## config.mk

```make
export PLATFORM = sky130hd
export DESIGN_NAME = morra_cinese_param
export DESIGN_NICKNAME = d
export VERILOG_FILES = /design/src/rtl/morra_cinese_param.sv
export SDC_FILE = /design/constraint.sdc
export NUM_CORES = 1
export LEC_CHECK = 0
export ABC_AREA = 1
export BUFFER_PORTS_ARGS = -buffer_cell sky130_fd_sc_hd__buf_2
export CORE_ASPECT_RATIO = 2
export CORE_UTILIZATION = 53
export CTS_CLUSTER_DIAMETER = 150
export CTS_CLUSTER_SIZE = 8
export DETAILED_ROUTE_END_ITERATION = 16
export PLACE_DENSITY = 0.75
export SYNTH_ARGS = -nofsm -noshare
export SYNTH_HDL_FRONTEND = slang
export SYNTH_SLANG_ARGS = --single-unit
```

## constraint.sdc

```tcl
create_clock -name clk -period 1.7 [get_ports clk]
set_input_delay 0.34 -clock clk [delete_from_list [all_inputs] [get_ports clk]]
set_output_delay 0.34 -clock clk [all_outputs]
set_load 0.05 [all_outputs]
```

## src/rtl/morra_cinese_param.sv

```systemverilog
// Rock-paper-scissors (morra cinese) match referee: validates each manche,
// keeps score, and ends the match on a qualified lead or on the manche limit.
module morra_cinese_param #(
  parameter int LEAD       = 2,
  parameter int MIN_MANCHE = 4,
  parameter int MAX_BASE   = 4,
  parameter int CW         = 5
) (
  input  logic          clk,
  input  logic          rst,
  input  logic [1:0]    PRIMO,
  input  logic [1:0]    SECONDO,
  input  logic          INIZIO,
  output logic [1:0]    MANCHE,
  output logic [1:0]    PARTITA,
  output logic [CW-1:0] COUNT
);

  generate
    if (LEAD < 1 || MIN_MANCHE < 1 || MIN_MANCHE > MAX_BASE ||
        (MAX_BASE + 15) >= (2 ** CW)) begin : g_bad_params
      $error("morra_cinese_param: illegal parameter combination");
    end
  endgenerate

  typedef enum logic {
    S_IDLE,
    S_PLAY
  } state_t;

  typedef enum logic [1:0] {
    W_NONE,
    W_P1,
    W_P2
  } winner_t;

  localparam logic [1:0] MOVE_NONE    = 2'b00;
  localparam logic [1:0] MOVE_SASSO   = 2'b01;
  localparam logic [1:0] MOVE_CARTA   = 2'b10;
  localparam logic [1:0] MOVE_FORBICE = 2'b11;

  // Shared encoding for MANCHE and PARTITA (11 = tie / draw).
  localparam logic [1:0] RES_NONE = 2'b00;
  localparam logic [1:0] RES_P1   = 2'b01;
  localparam logic [1:0] RES_P2   = 2'b10;
  localparam logic [1:0] RES_TIE  = 2'b11;

  localparam logic signed [CW:0] D_ONE    = (CW + 1)'(1);
  localparam logic signed [CW:0] D_ZERO   = '0;
  localparam logic signed [CW:0] LEAD_POS = (CW + 1)'(LEAD);
  localparam logic signed [CW:0] LEAD_NEG = -LEAD_POS;
  localparam logic [CW-1:0]      MIN_CNT  = CW'(MIN_MANCHE);
  localparam logic [CW-1:0]      MAX_RST  = CW'(MAX_BASE);

  state_t                r_state;
  logic [CW-1:0]         r_count;
  logic signed [CW:0]    r_d;
  winner_t               r_prev_winner;
  logic [1:0]            r_prev_move;
  logic [CW-1:0]         r_max;
  logic [1:0]            r_manche;
  logic [1:0]            r_partita;

  state_t                w_state;
  logic [CW-1:0]         w_count;
  logic signed [CW:0]    w_d;
  winner_t               w_prev_winner;
  logic [1:0]            w_prev_move;
  logic [CW-1:0]         w_max;
  logic [1:0]            w_manche;
  logic [1:0]            w_partita;

  logic                  w_moves_present;
  logic                  w_repeat;
  logic                  w_valid;
  logic                  w_tie;
  logic                  w_p1_beats;
  logic                  w_lead_hit;

  assign w_moves_present = (PRIMO != MOVE_NONE) && (SECONDO != MOVE_NONE);
  assign w_repeat = ((r_prev_winner == W_P1) && (PRIMO   == r_prev_move)) ||
                    ((r_prev_winner == W_P2) && (SECONDO == r_prev_move));
  assign w_valid  = w_moves_present && !w_repeat;
  assign w_tie    = (PRIMO == SECONDO);
  assign w_p1_beats = ((PRIMO == MOVE_CARTA)   && (SECONDO == MOVE_SASSO))   ||
                      ((PRIMO == MOVE_SASSO)   && (SECONDO == MOVE_FORBICE)) ||
                      ((PRIMO == MOVE_FORBICE) && (SECONDO == MOVE_CARTA));

  always_comb begin
    // NOTE: every output of this block gets a default first, so no path can
    // leave a signal unassigned and infer a latch.
    w_state       = r_state;
    w_count       = r_count;
    w_d           = r_d;
    w_prev_winner = r_prev_winner;
    w_prev_move   = r_prev_move;
    w_max         = r_max;
    w_manche      = RES_NONE;
    w_partita     = RES_NONE;
    w_lead_hit    = 1'b0;

    if (INIZIO) begin
      w_state       = S_PLAY;
      w_max         = MAX_RST + CW'({PRIMO, SECONDO});
      w_count       = '0;
      w_d           = D_ZERO;
      w_prev_winner = W_NONE;
      w_prev_move   = MOVE_NONE;
    end else if (r_state == S_PLAY && w_valid) begin
      w_count = r_count + 1'b1;
      if (w_tie) begin
        w_manche      = RES_TIE;
        w_prev_winner = W_NONE;
      end else if (w_p1_beats) begin
        w_manche      = RES_P1;
        w_d           = r_d + D_ONE;
        w_prev_winner = W_P1;
        w_prev_move   = PRIMO;
      end else begin
        w_manche      = RES_P2;
        w_d           = r_d - D_ONE;
        w_prev_winner = W_P2;
        w_prev_move   = SECONDO;
      end

      // End-of-match decisions use the already-updated count and score.
      w_lead_hit = (w_count >= MIN_CNT) && ((w_d >= LEAD_POS) || (w_d <= LEAD_NEG));
      if (w_lead_hit) begin
        w_partita = (w_d > D_ZERO) ? RES_P1 : RES_P2;
        w_state   = S_IDLE;
      end else if (w_count == r_max) begin
        if (w_d > D_ZERO)      w_partita = RES_P1;
        else if (w_d < D_ZERO) w_partita = RES_P2;
        else                   w_partita = RES_TIE;
        w_state = S_IDLE;
      end
    end
  end

  always_ff @(posedge clk or posedge rst) begin
    if (rst) begin
      r_state       <= S_IDLE;
      r_count       <= '0;
      r_d           <= D_ZERO;
      r_prev_winner <= W_NONE;
      r_prev_move   <= MOVE_NONE;
      r_max         <= MAX_RST;
      r_manche      <= RES_NONE;
      r_partita     <= RES_NONE;
    end else begin
      // NOTE: non-blocking assignments so every register samples the
      // pre-edge values computed above, independent of statement order.
      r_state       <= w_state;
      r_count       <= w_count;
      r_d           <= w_d;
      r_prev_winner <= w_prev_winner;
      r_prev_move   <= w_prev_move;
      r_max         <= w_max;
      r_manche      <= w_manche;
      r_partita     <= w_partita;
    end
  end

  assign MANCHE  = r_manche;
  assign PARTITA = r_partita;
  assign COUNT   = r_count;

endmodule

```

==> results of run 1 <==
==> layout by cell type, fill, tap and decap left out, types with 2 or more instances in the layout <==
cell type	count
nand2_1	48
buf_4	41
dfrtp_1	24
inv_1	21
nand3_1	21
nand2_2	16
buf_2	13
o21ai_0	10
nand3_2	9
ha_4	8
nor2_1	7
a21oi_1	6
nand3_4	5
xor2_1	5
o22ai_2	4
buf_6	4
nor2_2	3
o21ai_1	3
a21oi_2	3
clkbuf_8	3
inv_2	2
nand2_4	2
inv_6	2
nand4_1	2
nor3_2	2
ha_1	2
==> power by group through the flow <==
stage                     logic, W  clock network (W)  registers [W]
final                      0.00141           0.000376       0.000753
after global routing       0.00153           0.000401       0.000754
after CTS                  0.00126           0.000376       0.000749
after detailed placement   0.00115                  0       0.000758
after global placement     0.00113                  0       0.000756
after floorplan           0.000739                  0       0.000791
==> worst reg2reg max path: cells and delay by family (launching register included) <==
| kind | cells | cell delay (ns) |
|---|---|---|
| XOR/XNOR | 1 | 0.16 |
| flip-flops | 1 | 0.46 |
| AND/OR/NAND/NOR | 10 | 0.82 |
| adder cells (fa/ha/maj) | 1 | 0.40 |
==> stage by stage <==
step / TNS, ns / std cells
detailed placement: -7.27 / 300
floorplan: -1.12 / 224
global placement: -6.64 / 300
global route: -1.84 / 316
finish: -1.04 / 316
CTS: -0.853 / 309
==> what timing repair did <==
| item | in CTS | in global routing |
|---|---|---|
| setup buffers | 5 | 7 |
| pin swaps | 5 | 14 |
| endpoints found under the setup margin | 8 | 8 |
| gates resized for setup | 16 | 24 |
| gates cloned | 0 | 1 |
==> area by class of cell <==
| cell class | instances | area, um^2 |
|---|---|---|
| Clock buffer | 3 | 41.3 |
| Tap cell | 31 | 38.8 |
| Sequential cell | 25 | 627 |
| Clock inverter | 1 | 7.51 |
| Inverter | 28 | 149 |
| Multi-Input combinational cell | 168 | 1290 |
| Fill cell | 205 | 597 |
| Timing Repair Buffer | 59 | 438 |
| Timing Repair inverter | 1 | 8.76 |
==> per-layer routing <==
metal	vias to the layer above	routed length (um)
li1	861	-
met1	879	1780
met2	45	3050
met3	22	105
met4	0	271
met5	-	0
==> state kept, by name (all words and copies together), names as in the netlist <==
register	count
r_d	6
r_prev_winner	2
MANCHE	2
r_state	1
COUNT	5
r_max	5
PARTITA	2
r_prev_move	2
==> worst paths after layout <==
check / slack [ns] / to / startpoint / cells after the start
worst max-delay path: -0.32 / PARTITA[0] / PRIMO[0] / 18
worst min-delay path: 0.08 / COUNT[3] / rst / 2
worst max register to register: -0.22 / PARTITA[0] / r_d[1] / 12
worst min register to register: 0.51 / r_max[3] / r_max[3] / 2
max in group asynchronous: 1.09 / r_prev_move[0] / rst / 3
min in group clk: 0.42 / r_max[2] / PRIMO[0] / 3
==> logic make-up after synthesis <==
group                    Yosys count
AND/OR/NAND/NOR                  119
AO/OA/AOI/OAI                     33
flip-flops                        25
adder cells (fa/ha/maj)           11
buffers and inverters             31
XOR/XNOR                           5
==> run summary, run 1 <==
Final Net Count: 304
max-slew violation count: 0
IO Pins: 16
Worst-path clk slew: 0.10 ns
post-route ant nets: 0
row cnt: 29
DRT iter0 DRCs: 63
endpoints failing setup: 5
Tot GR Track Use: 29.2%
CTS tree: built
vias: 1807
post-synth top area share: 33.8%
Placed Area: 2280 um^2
crit path DAT: 2.21 ns
initial antenna violation count: 0
Clock Path Buffers: 2
Comb power frac: 55.5%
switching portion of total power: 42.5%
largest family of logic cells by synthesized area: simple AND/OR/NAND/NOR gates
P_leak: 1.26 nW
violated checks: negative setup slack
worst hold path class: input port to async pin
number of synthesis warnings: 0
kind of critical path: input port to flip-flop
layout cells sized above 1: 47.0%
Util after Layout: 81.3%
Synth Area in XOR/XNOR: 2.46%
Num CTS Buffers: 3
cell-internal power: 0.00146 W
CP Cell Sequence: buf_12, inv_16, ha_4, nand3_4, nand3_4, inv_8, fa_2, xor2_1, nand2_2, nand2_2, nor2_2, nand2_1, nor2_2, nand2_1, nand3_2, nand2_2, nand2_1, nor2_1
Seq pwr share: 29.7%
Die Ht: 83.9 um
slowest CP cell: fa_2
Syn Inst Count: 224
Core ar.: 3190 um^2
multiplexer share of the synthesized area: 0%
status: finished, violations left
GR peak layer: met2
Max Cap Violations: 0
CTS hold repair buffers: 0
crit path buf inv count: 3
Max-slew headroom: 63.2%
simple-gate share of the synthesized area: 34.5%
worst stage delay on the critical path: 0.35 ns
Clk pwr share: 14.8%
Syn Area/Cell: 7.94 um^2
final instance area: 2600 um^2
RSZ-0062 raised after global routing: yes
Avg WL per Cell: 16.5 um
clock root cell: clkbuf_8
Placement Setup Slack: -0.871 ns
crit end category: flip-flop
RD Place Congestion: 0.890
H-tree depth: 1
Post-route DRC: 0
Worst VDD drop: 0.923 mV
Ant. Diodes: 0
total grt overflow: 0
Startpoint Class: input port
Fin Clk Skew: 0.00859 ns
Vias/cell: 5.72
Power per Cell Area: 977 nW/um^2
synth unique cells: 34
crit share post-route: 119%
Initial Util: 55.7%
later-pin clock latency in the skew report: 0.28 ns
met2 Usage GRT: 57.4%
Synth Flop Type: dfrtp_1
drt first pass iters: 4
final wirelength: 5210 um
WHS: 0.0848 ns
top-count cell post-synth: nand2_1
EDFF count, synth: 0
Post-Synth Adder-Cell Area: 8.16%
Commonest cells post-synth: nand2_1, nand3_1, dfrtp_1, inv_1
global-route wire length before repair: 7890 um
Crit path max-delay family: simple AND/OR/NAND/NOR gates
Switch Pwr: 0.00108 W
vias in the first global route: 1761
Async SR Flop Fraction: 100%
area grow syn2layout: 45.9%
Req. time, crit path: 1.89 ns
Synth Cell Area: 1780 um^2
setup slack after layout: -0.323 ns
die width: 43.0 um
#FFs+latches synth: 25
Tot Pwr: 0.00254 W
Post-Syn Nets: 242
die area: 3610 um^2
min cycle time layout: 2.02 ns
CP max FO: 6
largest net degree at the start of global routing: 16
top cells by area, synth: dfrtp_1, nand2_1, nand3_1, ha_1, inv_1
PortBufs: 15
dpl hpwl: 3920 um
fmax: 494 MHz
Synth Area in Compound Gates: 12.3%
post-synthesis sequential area ratio: 35.2%
Slew @ Worst Pin: 0.551 ns
GR Util met3: 2.60%
met1 Use GR: 27.7%
cell taking the most area after synthesis: dfrtp_1
final hold violation count: 0
# clock sinks: 25
Power figures use the tool's default switching activity.
==> inputs of run 2 (changes only) <==
--- a/config.mk
+++ b/config.mk
@@ -7,12 +7,15 @@
 export LEC_CHECK = 0
 export ABC_AREA = 1
 export BUFFER_PORTS_ARGS = -buffer_cell sky130_fd_sc_hd__buf_2
+export CELL_PAD_IN_SITES_DETAIL_PLACEMENT = 1
+export CELL_PAD_IN_SITES_GLOBAL_PLACEMENT = 1
 export CORE_ASPECT_RATIO = 2
-export CORE_UTILIZATION = 53
+export CORE_UTILIZATION = 40
 export CTS_CLUSTER_DIAMETER = 150
 export CTS_CLUSTER_SIZE = 8
 export DETAILED_ROUTE_END_ITERATION = 16
-export PLACE_DENSITY = 0.75
+export PLACE_DENSITY_LB_ADDON = 0.1
+export RECOVER_POWER = 25
 export SYNTH_ARGS = -nofsm -noshare
 export SYNTH_HDL_FRONTEND = slang
 export SYNTH_SLANG_ARGS = --single-unit
==> run summary, run 2 (same netlist as run 1, synthesis figures left out) <==
status: finished, violations left
violated checks: negative setup slack
Power per Cell Area: 1020 nW/um^2 (+4.0%)
Fin Clk Skew: 0.00352 ns (-0.00507 ns)
Tot GR Track Use: 27.6% (-1.6 points)
endpoints failing setup: 5 (unchanged)
Final Net Count: 310 (+2.0%)
Slew @ Worst Pin: 0.686 ns (+0.134 ns)
vias: 1874 (+3.7%)
Placed Area: 2360 um^2 (+3.6%)
CP max FO: 6 (unchanged)
kind of critical path: input port to flip-flop
# fillers: 524 (+160%)
Largest register FFs: 6 (unchanged)
later-pin clock latency in the skew report: 0.27 ns (about the same)
crit path DAT: 2.24 ns (+0.03 ns)
die width: 49.2 um (+14%)
initial antenna violation count: 0 (unchanged)
Max-slew headroom: 54.3% (-8.9 points)
P_leak: 1.30 nW (+2.9%)
drt first pass iters: 4 (unchanged)
final wirelength: 6470 um (+24%)
min cycle time layout: 2.05 ns (+0.0247 ns)
Worst VDD drop: 0.707 mV (-23%)
post-route ant nets: 0 (unchanged)
Max Cap Violations: 0 (unchanged)
Vias/cell: 5.43 (-5.0%)
Initial Util: 41.4% (-14 points)
RD Place Congestion: 0.820 (-8.0%)
CTS hold repair buffers: 0 (unchanged)
fmax: 488 MHz (-1.2%)
Biggest register: r_d
max-slew violation count: 0 (unchanged)
# clock sinks: 25 (unchanged)
die area: 4740 um^2 (+31%)
DRT iter0 DRCs: 25 (-60%)
setup slack after layout: -0.348 ns (-0.0247 ns)
commonest cells after routing, fill and taps aside: buf_4, nand2_1, dfrtp_1, inv_1, nand3_1
layout cells sized above 1: 48.1% (+1.1 points)
row cnt: 34 (+17%)
clock root cell: clkbuf_8
WHS: 0.236 ns (+0.151 ns)
largest net degree at the start of global routing: 26 (+10)
crit share post-route: 120% (+1.5 points)
commonest non-fill, non-tap cell in the layout: buf_4
CTS tree: built
Placement Setup Slack: -0.842 ns (+0.0294 ns)
Req. time, crit path: 1.89 ns (about the same)
Storage cell area: 627 um^2 (unchanged)
area grow syn2layout: 48.2%
Core ar.: 4300 um^2 (+35%)
Num CTS Buffers: 3 (unchanged)
dpl hpwl: 4690 um (+19%)
worst hold path class: input port to async pin
PortBufs: 15 (unchanged)
final hold violation count: 0 (unchanged)
RSZ-0062 raised after global routing: yes
Startpoint Class: input port
Multi-input gate area: 1260 um^2 (-1.9%)
Avg WL per Cell: 18.8 um (+14%)
Die Ht: 96.3 um (+15%)
Ant. Diodes: 0 (unchanged)
final instance area: 2640 um^2 (+1.6%)
global-route wire length before repair: 9550 um (+21%)
total grt overflow: 0 (unchanged)
H-tree depth: 1 (unchanged)
vias in the first global route: 1954 (+11%)
Worst-path clk slew: 0.09 ns (about the same)
crit end category: flip-flop
Post-route DRC: 0 (unchanged)
Clock Path Buffers: 2 (unchanged)
IO Pins: 16 (unchanged)
==> run 2: changes by cell type in the layout (fill, tap and decap cells not counted), sizes merged <==
cell and delta:
clkbuf +2, buf +5, clkinvlp -1
==> run 2: worst paths after layout <==
path | from | endpoint | slack [ns] | depth (start not counted)
setup / recovery | PRIMO[0] | PARTITA[1] | -0.35 | 16
hold / removal | rst | r_prev_winner[1] | 0.24 | 3
setup reg to reg | r_d[1] | PARTITA[1] | -0.22 | 10
hold reg to reg | r_max[2] | r_max[2] | 0.52 | 2
max in group asynchronous | rst | r_d[1] | 1.02 | 3
min in group clk | PRIMO[0] | r_max[2] | 0.41 | 3
==> run 2: area by class of cell <==
cell class | count | share of cell area (%)
clock buffers | 3 | 1.57
clock inverters | 1 | 0.190
inverters | 28 | 5.17
multi-input cells | 168 | 47.8
flip-flops and latches | 25 | 23.8
well taps | 54 | 2.56
repair buffers | 66 | 18.9
==> run 2: critical path: stages <==
cell and delay (ns):
buf_12 0.13, inv_16 0.05, ha_4 0.13, nand3_4 0.08, nand3_4 0.11, inv_6 0.06
fa_2 0.37, xor2_2 0.16, nand2_2 0.09, nand2_4 0.08, nor2_4 0.10, nand2_2 0.07
nor2_4 0.13, buf_4 0.11, nand3_1 0.07, a22oi_1 0.18
==> run 2: stage by stage <==
stage | cells | power (W) | util [%] | TNS, ns
floorplan | 224 | 0.00153 | - | -1.12
global placement | 330 | 0.00196 | 54.9 | -6.87
detailed placement | 330 | 0.00200 | 54.9 | -7.65
CTS | 338 | 0.00245 | 58.0 | -1.08
global route | 345 | 0.00285 | 61.4 | -2.04
finish | 345 | 0.00268 | 61.4 | -1.21
==> run 2: report_power, final <==
| group | internal, W | switching [W] | total, W |
|---|---|---|---|
| logic | 0.000679 | 0.000880 | 0.00156 |
| registers | 0.000669 | 0.0000847 | 0.000753 |
| clock network | 0.000165 | 0.000205 | 0.000369 |
==> run 2: timing repair <==
action | in CTS | in global routing
resized for setup | 16 | 23
setup endpoints to repair | 8 | 10
pin swaps | 16 | 17
setup buffers | 4 | 8
==> run 2: routing by layer <==
metal  vias up  track usage, %  wire, um
met5         -               0         0
met4         0            14.2       213
met3        17            1.74       113
met2        32            58.6      4010
met1       954            24.7      2140
li1        871               -         -
==> inputs of run 3 (changes only) <==
--- a/config.mk
+++ b/config.mk
@@ -5,12 +5,13 @@
 export SDC_FILE = /design/constraint.sdc
 export NUM_CORES = 1
 export LEC_CHECK = 0
-export ABC_AREA = 1
+export ABC_AREA = 0
 export BUFFER_PORTS_ARGS = -buffer_cell sky130_fd_sc_hd__buf_2
 export CELL_PAD_IN_SITES_DETAIL_PLACEMENT = 1
 export CELL_PAD_IN_SITES_GLOBAL_PLACEMENT = 1
 export CORE_ASPECT_RATIO = 2
-export CORE_UTILIZATION = 40
+export CORE_MARGIN = 2
+export CORE_UTILIZATION = 41
 export CTS_CLUSTER_DIAMETER = 150
 export CTS_CLUSTER_SIZE = 8
 export DETAILED_ROUTE_END_ITERATION = 16
==> run summary, run 3 <==
status: finished, violations left
violated checks: negative setup slack
worst hold path class: input port to flip-flop
worst r2r src: r_d[1]
H-tree depth: 1 (unchanged)
Die Ht: 93.4 um (-3.0%)
crit end category: flip-flop
vias in the first global route: 1747 (-11%)
hold endpoint: r_max[2]
Final Net Count: 252 (-19%)
Ant. Diodes: 0 (unchanged)
commonest cells after routing, fill and taps aside: buf_4, nor2_1, dfrtp_1, buf_2, nand2_1
IO Pins: 16 (unchanged)
final hold violation count: 0 (unchanged)
Vias/cell: 5.54 (+2.0%)
commonest non-fill, non-tap cell in the layout: buf_4
die area: 4550 um^2 (-3.9%)
RSZ-0062 raised after global routing: yes
post-route ant nets: 0 (unchanged)
Initial Util: 42.6% (+1.2 points)
CP max FO: 5 (-1)
CTS hold repair buffers: 0 (unchanged)
drt first pass iters: 4 (unchanged)
synth unique cells: 41 (+21%)
area grow syn2layout: 53.6%
Largest register FFs: 6 (unchanged)
Worst-path clk slew: 0.10 ns (about the same)
# clock sinks: 25 (unchanged)
max-slew violation count: 0 (unchanged)
initial antenna violation count: 0 (unchanged)
Worst VDD drop: 0.994 mV (+41%)
P_leak: 1.14 nW (-12%)
Startpoint Class: input port
Slew @ Worst Pin: 1.46 ns (+0.778 ns)
kind of critical path: input port to flip-flop
# fillers: 430 (-18%)
cell total after placement: 265 (-20%)
row cnt: 32 (-5.9%)
Core ar.: 3840 um^2 (-11%)
PortBufs: 15 (unchanged)
Hold Path Depth: 3
#FFs+latches synth: 25 (unchanged)
post-synth top area share: 36.6% (+2.9 points)
Util after Layout: 65.5% (+4.1 points)
crit path DAT: 2.93 ns (+0.69 ns)
Hold Crit Start: PRIMO[0]
capture point of the worst reg-to-reg path: r_state
Syn Inst Count: 167 (-25%)
global-route wire length before repair: 8760 um (-8.2%)
top cells by area, synth: dfrtp_1, xor2_1, ha_1, nor2_1, mux2i_1
R2R depth: 9 (-1)
Fin Clk Skew: 0.00564 ns (+0.00212 ns)
Placed Area: 2100 um^2 (-11%)
Power per Cell Area: 1200 nW/um^2 (+19%)
later-pin clock latency in the skew report: 0.27 ns (about the same)
Tot Pwr: 0.00303 W (+13%)
final instance area: 2520 um^2 (-4.6%)
vias: 1574 (-16%)
crit share post-route: 163% (+42 points)
Max Cap Violations: 0 (unchanged)
clock root cell: clkbuf_8
Post-route DRC: 0 (unchanged)
Post-Syn Nets: 185 (-24%)
Tot GR Track Use: 25.3% (-2.3 points)
Synth Flop Type: dfrtp_1
Req. time, crit path: 1.87 ns (-0.02 ns)
DRT iter0 DRCs: 35 (+40%)
Commonest cells post-synth: nor2_1, dfrtp_1, xor2_1, nand2_1, ha_1
layout cells sized above 1: 51.5% (+3.4 points)
Syn Area/Cell: 9.81 um^2 (+24%)
fmax: 362 MHz (-26%)
RD Place Congestion: 0.816 (-0.45%)
Max-slew headroom: 2.39% (-52 points)
setup slack after layout: -1.06 ns (-0.715 ns)
Async SR Flop Fraction: 100% (unchanged)
Biggest register: r_d
cell taking the most area after synthesis: dfrtp_1
final wirelength: 6300 um (-2.6%)
min cycle time layout: 2.76 ns (+0.715 ns)
EDFF count, synth: 0 (unchanged)
die width: 48.7 um (-0.92%)
post-route insts no fill: 284 (-18%)
worst reg-to-reg setup slack: -0.73 ns (-0.51 ns)
Synth Cell Area: 1640 um^2 (-7.9%)
CTS tree: built
dpl hpwl: 3920 um (-16%)
Avg WL per Cell: 22.2 um (+18%)
post-synthesis sequential area ratio: 38.2% (+3.0 points)
Clock Path Buffers: 2 (unchanged)
endpoints failing setup: 14 (+9)
Num CTS Buffers: 3 (unchanged)
top-count cell post-synth: nor2_1
total grt overflow: 0 (unchanged)
largest net degree at the start of global routing: 26 (unchanged)
number of synthesis warnings: 0 (unchanged)
[run 3: changes by cell type in the layout (fill, tap and decap cells not counted), sizes merged, moves of 3 or more]
| cell | change |
|---|---|
| nand2 | -56 |
| nor4 | +4 |
| buf | +3 |
| nor2 | +14 |
| nand3 | -30 |
| o22ai | -6 |
| o21ai | -11 |
| xor2 | +10 |
| mux2i | +8 |
| mux2 | +5 |
| inv | -25 |
| xnor2 | +8 |
[run 3: power by group]
group	switching [W]	internal, W	leakage [nW]
registers	0.000141	0.000690	0.317
logic	0.000908	0.000923	0.798
clock network	0.000204	0.000166	0.0217
total	0.00125	0.00178	1.14
[run 3: how the worst max path moves through the flow]
stage | slack [ns] | cells after the start | startpoint | end
6_report | -1.06 | 14 | PRIMO[0] | r_state
5_1_grt | -1.12 | 14 | PRIMO[0] | PARTITA[1]
4_1_cts | -0.92 | 13 | PRIMO[0] | r_state
3_5_place_dp | -1.35 | 13 | PRIMO[1] | r_state
3_3_place_gp | -1.24 | 12 | PRIMO[1] | r_state
2_1_floorplan | -1.02 | 11 | SECONDO[1] | r_state
[run 3: cells by family after synthesis]
family	after synthesis	share of synthesized area (%)
AND/OR/NAND/NOR	61	18.9
flip-flops	25	38.2
AO/OA/AOI/OAI	24	9.92
XOR/XNOR	23	12.3
multiplexers	13	8.55
adder cells (fa/ha/maj)	11	8.86
buffers and inverters	10	3.21
[run 3: metal layers]
metal	track usage, %	share of wire, %	vias to the layer above
met4	13.8	3.3	0
met5	0	0	-
met3	3.51	2.1	14
li1	-	-	712
met2	49.4	60	42
met1	24.5	34	806
[run 3: layout make-up]
| type | instances | area (um^2) | share of cell area (%) |
|---|---|---|---|
| clock buffer | 3 | 41.3 | 1.64 |
| clock inverter | 1 | 7.51 | 0.298 |
| inverter | 4 | 32.5 | 1.29 |
| multi-input combinational | 132 | 1240 | 49.2 |
| sequential | 25 | 632 | 25.1 |
| tap | 51 | 63.8 | 2.53 |
| timing repair buffer | 68 | 502 | 19.9 |
[run 3: worst max-delay path, stage by stage]
cell	delay (ns)
buf_12	0.11
clkinv_8	0.05
ha_4	0.16
mux2i_4	0.17
mux2_4	0.26
ha_4	0.21
a21o_1	0.18
and4_4	0.17
o31ai_2	0.30
buf_4	0.20
nand4_1	0.17
a311oi_4	0.36
o21ai_1	0.13
o211a_1	0.13
[run 3: stage by stage]
| step | setup WS (ns) | hold slack (ns) | TNS (ns) |
|---|---|---|---|
| after floorplan | -1.02 | 0.366 | -4.22 |
| after global placement | -1.24 | 0.402 | -8.17 |
| after detailed placement | -1.35 | 0.416 | -9.62 |
| after CTS | -0.922 | 0.119 | -4.48 |
| after global routing | -1.12 | 0.402 | -7.09 |
| final | -1.06 | 0.401 | -5.82 |
[run 3: what timing repair did]
item                       CTS  global route
setup endpoints to repair   11            14
resized for setup           17            32
setup buffers                6            10
pin swaps                   12            21
